<file path="config.mk">
export PLATFORM = sky130hd
export DESIGN_NAME = alu_op_driver
export DESIGN_NICKNAME = d
export VERILOG_FILES = /design/src/rtl/alu_op_driver.sv
export SDC_FILE = /design/constraint.sdc
export NUM_CORES = 1
export LEC_CHECK = 0
export BUFFER_PORTS_ARGS = -buffer_cell sky130_fd_sc_hd__clkbuf_2
export CAP_MARGIN = 20
export CORE_UTILIZATION = 29
export CTS_CLUSTER_SIZE = 24
export DETAILED_ROUTE_END_ITERATION = 16
export GPL_TIMING_DRIVEN = 0
export SLEW_MARGIN = 20
export SYNTH_ARGS = -nofsm -noshare
export SYNTH_HDL_FRONTEND = slang
export SYNTH_SLANG_ARGS = --single-unit
</file>
<file path="constraint.sdc">
create_clock -name clk -period 2.4 [get_ports clk]
set_input_delay 0.12 -clock clk [delete_from_list [all_inputs] [get_ports clk]]
set_output_delay 0.12 -clock clk [all_outputs]
set_load 0.05 [all_outputs]
</file>
<file path="src/rtl/alu_op_driver.sv">
// rtl/alu_op_driver.sv - command-side driver for the 4-mode 8-bit ALU
module alu_op_driver #(
    parameter int unsigned SETTLE_CYCLES = 1
) (
    input  logic        clk,
    input  logic        rst,
    input  logic        cmd_valid,
    output logic        cmd_ready,
    input  logic [1:0]  cmd_op,
    input  logic [7:0]  cmd_a,
    input  logic [7:0]  cmd_b,
    output logic [7:0]  alu_a,
    output logic [7:0]  alu_b,
    output logic        alu_s,
    input  logic [31:0] alu_out,
    output logic        rsp_valid,
    input  logic        rsp_ready,
    output logic [31:0] rsp_data,
    output logic [1:0]  rsp_op,
    output logic        rsp_err,
    output logic [1:0]  alu_mode
);

    localparam logic [1:0] IDLE   = 2'd0;
    localparam logic [1:0] STEP   = 2'd1;
    localparam logic [1:0] SETTLE = 2'd2;
    localparam logic [1:0] RESP   = 2'd3;

    localparam logic [1:0] OP_MOD      = 2'd3;
    localparam logic [3:0] SETTLE_LOAD = 4'(SETTLE_CYCLES);

    logic [1:0] state;
    logic [1:0] mode;
    logic [1:0] steps;
    logic [1:0] op;
    logic [3:0] settle_cnt;
    logic       mod_by_zero;

    assign cmd_ready   = (state == IDLE);
    assign alu_s       = (state == STEP);
    assign rsp_valid   = (state == RESP);
    assign alu_mode    = mode;
    assign mod_by_zero = (op == OP_MOD) && (alu_b == 8'd0);

    // mode shadows the ALU, which resets on the same edge and advances on every alu_s cycle
    always_ff @(posedge clk) begin
        if (!rst) begin
            state      <= IDLE;
            mode       <= 2'd0;
            steps      <= 2'd0;
            op         <= 2'd0;
            settle_cnt <= 4'd0;
            alu_a      <= 8'd0;
            alu_b      <= 8'd0;
            rsp_data   <= 32'd0;
            rsp_op     <= 2'd0;
            rsp_err    <= 1'b0;
        end else begin
            case (state)
                IDLE: begin
                    if (cmd_valid) begin
                        op         <= cmd_op;
                        alu_a      <= cmd_a;
                        alu_b      <= cmd_b;
                        steps      <= cmd_op - mode;
                        settle_cnt <= SETTLE_LOAD;
                        state      <= (cmd_op != mode) ? STEP : SETTLE;
                    end
                end
                STEP: begin
                    mode  <= mode + 2'd1;
                    steps <= steps - 2'd1;
                    if (steps == 2'd1) begin
                        state <= SETTLE;
                    end
                end
                SETTLE: begin
                    if (settle_cnt == 4'd1) begin
                        // the ALU's mod-by-zero output is undefined, so report an error instead
                        if (mod_by_zero) begin
                            rsp_data <= 32'd0;
                            rsp_err  <= 1'b1;
                        end else begin
                            rsp_data <= alu_out;
                            rsp_err  <= 1'b0;
                        end
                        rsp_op <= op;
                        state  <= RESP;
                    end else begin
                        settle_cnt <= settle_cnt - 4'd1;
                    end
                end
                RESP: begin
                    if (rsp_ready) begin
                        state <= IDLE;
                    end
                end
                default: state <= IDLE;
            endcase
        end
    end

endmodule

</file>
### After elaboration in Yosys (flattened, before gate mapping)

Cells that the tools add are included.

* $add $sub $neg: 4
* multiply operators: 0
* div/mod/pow operators: 0
* $lt $le $gt $ge: 0
* eq/ne operators: 12
* shift operators: 0
* mux-type cells: 13
* bitwise gates (word level): 0
* reductions and logical operators: 10

Operators by type and width (count)
* 2-to-1 mux 32 bit: 1
* 2-to-1 mux 2 bit: 6
* zero test 8 bit: 1
* 2-to-1 mux 4 bit: 2
* case mux 2 bit (4 select lines): 1
* case mux 4 bit (2 select lines): 1
* equality test 2 bit (second input constant): 3
* inequality test 2 bit (second input constant): 3
* AND reduction 2 bit: 3
* equality test 2 x 1 -> 1 bit (second input constant): 2
* equality test 4 x 1 -> 1 bit (second input constant): 1
* inequality test 2 x 1 -> 1 bit (second input constant): 2
* case mux 2 bit (2 select lines): 1
* AND reduction 4 bit: 1
* nonzero test 2 bit: 2
* subtractor 4 x 1 -> 4 bit (second input constant): 1
* AND reduction 3 bit: 1
* adder 2 x 1 -> 2 bit (second input constant): 1
* zero test 2 bit: 1
* inequality test 2 bit: 1
* subtractor 2 x 1 -> 2 bit (second input constant): 1
* subtractor 2 bit: 1
* logical AND 1 bit: 1
* 2-to-1 mux 1 bit: 1

* flip-flop bits (word level): 63
* latch bits: 0
* memory bits (writable): 0
* memory bits (read-only): 0
* input bits: 54
* output and inout bits: 56
* logic and storage cells: 49
* memories kept: 0

### Longest topological paths before layout

Gate-level depths: netlist of the first run.

* word-level depth: 4
* mapped depth: 8
* depth with buffers taken out: 6

### Least setup slack after synthesis of the first run

No wires, ideal clock.

* path kind: register to register
* from: register state[0]
* to: register steps[1]
* library setup time: 0.134 ns
* arrival: 1.931 ns
* required time: 2.266 ns
* setup slack: 0.336 ns
* cell stages (with the launch flop): 9
* buffers on the path: 2
* clock period less this slack: 2.064 ns
* path through: dfxtp_1 -> inv_1 -> ha_1 -> clkbuf_1 -> and2_1 -> clkbuf_1 -> a21oi_1 -> a211oi_1 -> a211oi_1

* cells in the longest elaborated chain, start to end: 3
* elaborated cells between the ends (all ways): 6
* classes of those cells: eq/ne: 2; mux: 1; reduce/logical: 3

Ends and longest elaborated chain
* from (decl): RTL line 32 `logic [1:0] state;`
* from (signal assigned): RTL line 67 `state <= (cmd_op != mode) ? STEP : SETTLE;`
* zero test 2 bit (*)
* named net cmd_ready: RTL line 8 `output logic cmd_ready,`
* inequality test 2 bit (no line) / nonzero test 2 bit (equally long branches)
* AND reduction 2 bit (no line)
* to (signal assigned): RTL line 65 `steps <= cmd_op - mode;`
* to (signal assigned): RTL line 72 `steps <= steps - 2'd1;`
* to (decl): RTL line 34 `logic [1:0] steps;`

The timed path passes the listed nets; every way through them passes the cells marked *.
A chain may end at the register's enable or synchronous reset.

### Final worst setup path of the first run

* from: register state[0]
* to: register rsp_data[18]

* cells in the longest elaborated chain, start to end: 2

Ends and longest elaborated chain
* equality test 2 bit: RTL line 59 `case (state)`
* AND reduction 2 bit (no line)
* to (signal assigned): RTL line 84 `rsp_data <= alu_out;`
* to (decl): RTL line 18 `output logic [31:0] rsp_data,`

Every way passes these cells.

==> results.md, run 1 <==
- Vias in the first global route: 2250
- Worst setup SP type: register
- Worst r2r src: state[0]
- Status: completed
- Core footprint: 0.008636 sq mm
- CTS tree: built
- Min-delay worst type: primary input to register
- R2R setup slack: 0.24 ns
- Max-slew headroom: 65.78%
- Area of placed instances: 0.003254 sq mm
- Share of layout cells above drive strength 1: 29.73%
- Setup Crit Path Kind: register to register
- Pwr/cell area: 1030 mW/mm^2
- Vias: 2550
- Max Freq: 462.2 MHz
- IO Pins: 110
- Yosys reg bits: 63
- Final-report max-slew violation count: 0
- CP endpoint kind: register
- Fin Clk Skew: 0.006643 ns
- Synth cell count leaders: nand2_1 (77), dfxtp_1 (63), a21oi_1 (54)
- Area leader, netlist: dfxtp_1
- First-pass GRT wire length: 10430 microns
- Area of the die: 0.009255 sq mm
- Leak: 1.521 nW
- RR Endpoint: rsp_data[18]
- P_int: 0.002168 W
- Synth Flop Type: dfxtp_1
- Share of the synthesized area in the top cell type: 49.00%
- CP max-delay cell: clkbuf_1
- Final WL: 6850 microns
- Comb pwr share: 38.3%
- Drt drc: 0
- Sequential share of the synthesized area: 49.00%
- Period utilization: 90.14%
- 1st-pass router iterations: 4
- RSZ-0062 raised after global routing: no
- Antenna violations before repair: 0
- Die height: 96.21 microns
- Synth area leaders: dfxtp_1 (49%), nand2_1 (11%), a21oi_1 (11%)
- Post-CTS Setup Bufs: 0
- Synth cell types: 32
- Critical Path Max Stage Delay: 0.43 ns
- Via-to-Cell Ratio: 4.620
- # fillers: 932
- Post-layout net count: 503
- Sw Ratio: 40.09%
- Crit-path leading delay family: buffers and inverters
- Core Util, Final: 40.67%
- Crit path buffers/inverters: 4
- Largest net degree at the start of global routing: 11
- Most frequent cell on the critical path: clkbuf_1
- Avg Inst Size Synth: 8.197 sq um
- WL/cell: 12.41 microns
- TNS Setup: 0 ns
- 1st-iter DRT viols: 53
- Ant diodes: 0
- Clk sinks: 63
- Area grow syn2layout: 36.46%
- Crit path cell chain: inv_1 > ha_1 > buf_2 > nand4bb_1 > clkbuf_1 > clkbuf_1 > nand2_1 > a21oi_1
- Worst R2R Path Depth: 8
- Clk Latency, worst-skew pair: 0.33 ns
- Hold path depth: 3
- Min cycle time layout: 2.163 ns
- Arrival time at the worst endpoint: 2.42 ns
- Ys Warns: 0
- Final setup violation count: 0
- Dpl hpwl: 5145 microns
- Worst-path fanout max: 10
- Syn_nets: 377
- Final Hold Vio Count: 0
- Measured slew at the worst slew-check pin: 0.5133 ns
- Count leader, synth: nand2_1
- DIE WIDTH: 96.21 microns
- Clock share of power: 25.8%
- Max-cap violations: 0
- Synthesized instance count: 314
- Worst vdd rail ir drop: 473.7 uV
- Area of the mapped netlist: 0.002574 sq mm
- Tot GR Track Use: 14.78%
- Critical path required time: 2.66 ns
- Sw power: 0.001451 W
- Sequential share of power: 35.9%
- GRT overflow: 0
- Detail Route Antenna Nets: 0
- Initial Util: 29.80%
- Clk root buf: clkbuf_8
- Post-synth EDFFs: 0
- H-tree levels: 3
- Fin area: 0.003512 sq mm
- CTS Buffer Depth: 2
- Hold Startpoint: cmd_b[7]
- Clk slew on worst S/H paths: 0.07 ns
- Post-synthesis async set-or-reset flop share: 0%
- Hold Path End: alu_b[7]
- Row cnt: 34
- Final hold slack: 0.01208 ns
- Port buffer count: 109
- Num CTS Buffers: 9
- RePlAce Congestion: 0.7655
-- power groups by stage --
stage	Sequential (W)	Clock, W	Combinational, W
global route	0.00132	0.00100	0.00151
detailed placement	0.00132	0	0.00139
global placement	0.00132	0	0.00137
CTS	0.00130	0.000956	0.00139
floorplan	0.00164	0	0.000748
finish	0.00130	0.000933	0.00139
-- state kept, by name, indices dropped and copies added (netlist names) --
signal	flops
alu_a	8
settle_cnt	4
state	2
rsp_op	2
op	2
alu_mode	2
alu_b	8
rsp_err	1
rsp_data	32
steps	2
-- metrics by stage --
stage	instances	power, W	setup slack, ns
3_3_place_gp	531	0.002684	0.2447
5_1_grt	552	0.003836	0.002147
6_report	552	0.003619	0.2366
2_1_floorplan	314	0.002388	0.3359
3_5_place_dp	531	0.002710	0.2121
4_1_cts	551	0.003653	0.1972
-- worst max-delay path by stage --
stage / from / slack, ns / endpoint / depth (start not counted)
2_1_floorplan: state[0] / 0.34 / steps[1] / 8
3_3_place_gp: state[0] / 0.24 / rsp_data[2] / 8
3_5_place_dp: state[0] / 0.21 / rsp_data[4] / 8
4_1_cts: state[0] / 0.20 / rsp_data[4] / 8
5_1_grt: state[0] / 0.002 / rsp_data[4] / 8
6_report: state[0] / 0.24 / rsp_data[18] / 8
-- final cells by class --
class,instances,area (sq um),area share [%]
well taps,108,135.1,3.848
multi-input cells,218,1182,33.67
clock buffers,12,155.1,4.418
clock inverters,3,42.54,1.211
repair buffers,115,605.6,17.24
flip-flops and latches,63,1261,35.91
plain buffers,23,92.59,2.636
inverters,10,37.54,1.069
-- routing by layer --
layer | track usage, % | up-vias | share of wire [%] | wire (microns)
met4 | 5.597 | 0 | 1.1 | 73
met3 | 4.423 | 8 | 6.6 | 453
met2 | 24.17 | 77 | 47 | 3202
met5 | 0 | - | 0 | 0
li1 | - | 1307 | - | -
met1 | 18.19 | 1158 | 46 | 3120
-- worst min-delay path, delay by kind of cell --
kind	cells	cell delay, ns
simple gates	1	0.05
buf+inv	1	0.08
compound gates	1	0.05
-- kinds of logic after synthesis --
logic type	count (synthesis)	synth area share, %
AND/OR/NAND/NOR	133	22.90
AO/OA/AOI/OAI	68	15.31
flip-flops	63	49.00
buffers and inverters	33	5.055
adder cells (fa/ha/maj)	9	4.375
XOR/XNOR	6	2.576
multiplexers	2	0.7779
-- cells in the final DEF, fill, tap and decap left out, types with 3 or more instances in the layout --
cell / n
clkbuf_1: 19
clkbuf_8: 11
dlygate4sd3_1: 6
a211oi_1: 3
and2_1: 3
clkbuf_2: 109
o22ai_1: 3
dfxtp_1: 63
nor2_1: 9
nand2_1: 77
inv_1: 9
ha_1: 9
a21oi_1: 54
buf_2: 5
nand3_1: 33
xor2_1: 4
nor2b_1: 3
-- timing repair --
item | 4_1_cts | 5_1_grt
hold endpoints to repair | 5 | 1
hold buffers | 5 | 1
gates resized for setup | 0 | 0
endpoints found under the setup margin | 0 | 0
(Power assumes the default switching activity.)
==> run 2, diff against run 1 <==
--- a/config.mk
+++ b/config.mk
@@ -5,13 +5,14 @@
 export SDC_FILE = /design/constraint.sdc
 export NUM_CORES = 1
 export LEC_CHECK = 0
+export ABC_AREA = 1
 export BUFFER_PORTS_ARGS = -buffer_cell sky130_fd_sc_hd__clkbuf_2
 export CAP_MARGIN = 20
 export CORE_UTILIZATION = 29
 export CTS_CLUSTER_SIZE = 24
 export DETAILED_ROUTE_END_ITERATION = 16
 export GPL_TIMING_DRIVEN = 0
-export SLEW_MARGIN = 20
+export SLEW_MARGIN = 10
 export SYNTH_ARGS = -nofsm -noshare
 export SYNTH_HDL_FRONTEND = slang
 export SYNTH_SLANG_ARGS = --single-unit
==> run 2 against run 1 <==
- worst setup slack improved by 0.39 ns
- first-iteration DRC count increased by 100%
- non-clock buffer count decreased by 2
- highest routed layer unchanged
==> results.md, run 2 <==
- Final Hold Vio Count: 0
- Core footprint: 0.009240 sq mm
- Largest registers: rsp_data (32), alu_a (8), alu_b (8)
- Max-cap violations: 0
- Sw Ratio: 42.57%
- Max FFs per register: 32
- Most frequent cells in the layout: clkbuf_2 (109), dfxtp_1 (63), nand2_1 (61), nor2_1 (44), a21oi_1 (38)
- Biggest register: rsp_data
- PostCTS Resize Cnt: 0
- Max Freq: 564.6 MHz
- Clk sinks: 63
- Clk root buf: clkbuf_8
- Post-synthesis async set-or-reset flop share: 0%
- WL/cell: 12.27 microns
- Syn_nets: 402
- Worst vdd rail ir drop: 560.8 uV
- Share of the synthesized area in the top cell type: 45.45%
- Min cycle time layout: 1.771 ns
- Setup Crit Path Kind: register to register
- Synthesized instance count: 339
- Leak: 1.650 nW
- Commonest non-fill, non-tap cell in the layout: clkbuf_2
- Comb pwr share: 40.8%
- Via-to-Cell Ratio: 4.432
- Worst R2R Path Depth: 7
- P_int: 0.002418 W
- Final WL: 7384 microns
- Area of placed instances: 0.003477 sq mm
- RR Endpoint: alu_a[5]
- # fillers: 946
- Min-delay worst type: primary input to register
- Die height: 99.83 microns
- Status: completed
- Port buffer count: 108
- Worst r2r src: state[0]
- Area grow syn2layout: 37.69%
- Worst-path fanout max: 10
- Antenna violations before repair: 0
- Synth cell count leaders: dfxtp_1 (63), nand2_1 (61), nor2_1 (44)
- Area of the mapped netlist: 0.002775 sq mm
- Pwr/cell area: 1102 mW/mm^2
- Hold path depth: 3
- Synth cell types: 26
- Initial Util: 30.03%
- Final setup violation count: 0
- RSZ-0062 raised after global routing: no
- RePlAce Congestion: 0.7404
- Area leader, netlist: dfxtp_1
- Vias in the first global route: 2573
- Clock share of power: 27.0%
- Setup crit end: alu_a[5]
- GRT overflow: 0
- CP Launch Point: state[0]
- Period utilization: 73.80%
- Synth area leaders: dfxtp_1 (45%), nand3_2 (9.7%), nand2_1 (8.3%)
- Post-CTS Setup Bufs: 0
- CTS Buffer Depth: 2
- Row cnt: 35
- Tot GR Track Use: 15.32%
- First-pass GRT wire length: 11870 microns
- Hold buffer count at CTS: 8
- TNS Setup: 0 ns
- Measured slew at the worst slew-check pin: 0.6740 ns
- Sequential share of power: 32.2%
- Sw power: 0.001793 W
- Avg Inst Size Synth: 8.186 sq um
- CP endpoint kind: register
- Final-report max-slew violation count: 0
- H-tree levels: 3
- 1st-pass router iterations: 4
- Area of the die: 0.009965 sq mm
- Synth Flop Type: dfxtp_1
- Num CTS Buffers: 9
- Yosys reg bits: 63
- Fin area: 0.003821 sq mm
- Post-synthesis compound-gate area fraction: 15.06%
- DIE WIDTH: 99.83 microns
- Post-synthesis mux area share: 0%
- Ys Warns: 0
- R2R setup slack: 0.63 ns
- Synth Area in Adders: 4.058%
- Max-slew headroom: 55.07%
- 1st-iter DRT viols: 106
- Clk slew on worst S/H paths: 0.08 ns
- Dpl hpwl: 5493 microns
- Synth Area in Simple Gates: 27.59%
- Ant diodes: 0
- Count leader, synth: dfxtp_1
- Worst setup SP type: register
- Fin Clk Skew: 0.01375 ns
- IO Pins: 110
- Clk Latency, worst-skew pair: 0.34 ns
- Critical path required time: 2.67 ns
- Arrival time at the worst endpoint: 2.04 ns
- Share of layout cells above drive strength 1: 37.21%
- Post-layout net count: 531
- Vias: 2668
- Hold Startpoint: alu_out[5]
- Synth Area in XOR/XNOR: 0.3156%
- CTS tree: built
- Detail Route Antenna Nets: 0
- Main combinational cell family by area after synthesis: simple AND/OR/NAND/NOR gates
- Post-synth EDFFs: 0
- Drt drc: 0
- Sequential share of the synthesized area: 45.45%
- Largest net degree at the start of global routing: 13
run 2: worst max-delay path, cell delays in order, from the launching register on:
cell and delay [ns]:
dfxtp_1 0.37, inv_1 0.11, ha_1 0.30, nand2_1 0.11
clkbuf_2 0.23, clkbuf_1 0.34, o21ai_0 0.15, nor2_1 0.10
run 2: routing by layer:
layer  global-route usage [%]  up-vias  wire [microns]
met5                        0        -               0
met3                    5.571       12             516
met4                    6.335        0             169
li1                         -     1375               -
met1                    18.52     1191            3406
met2                    24.62       90            3291
run 2: cell type report:
cell class / instances / area (sq um) / area share [%]
multi-input cells: 234 / 1305 / 34.15
clock inverters: 7 / 120.1 / 3.143
inverters: 24 / 95.09 / 2.489
repair buffers: 118 / 640.6 / 16.76
flip-flops and latches: 63 / 1261 / 33.01
clock buffers: 9 / 123.9 / 3.242
well taps: 129 / 161.4 / 4.224
plain buffers: 18 / 113.9 / 2.980
run 2: power groups by stage:
stage          sequential (W)  combinational [W]  clock (W)
3_3_place_gp          0.00137            0.00169          0
2_1_floorplan         0.00181           0.000872          0
4_1_cts               0.00136            0.00173    0.00117
5_1_grt               0.00138            0.00189    0.00122
6_report              0.00136            0.00172    0.00114
3_5_place_dp          0.00138            0.00172          0
run 2: per-stage QoR:
stage | hold WS (ns) | std cells | util, % | total power (W) | setup slack, ns
6_report | 0.01252 | 602 | 41.35 | 0.004211 | 0.6288
3_5_place_dp | 0.3694 | 576 | 37.63 | 0.003095 | 0.6132
2_1_floorplan | 0.2641 | 339 | - | 0.002687 | 0.6583
4_1_cts | 0.001329 | 600 | 41.14 | 0.004253 | 0.6086
5_1_grt | 0.0002434 | 602 | 41.35 | 0.004483 | 0.3943
3_3_place_gp | 0.3656 | 576 | 37.63 | 0.003059 | 0.6753
run 2: how the worst min path moves through the flow:
stage              endpoint  slack, ns
6_report        rsp_data[5]       0.01
5_1_grt         rsp_data[7]     0.0002
4_1_cts        rsp_data[23]      0.001
3_5_place_dp    rsp_data[3]       0.37
3_3_place_gp    rsp_data[9]       0.37
2_1_floorplan   rsp_data[0]       0.26
run 2: cell families (layout without fill, tap and decap cells):
group	Yosys count	after routing
flops	63	63
xor+xnor	1	1
simple gates	148	148
compound gates	76	76
fa+ha+maj	9	9
buf+inv	42	176
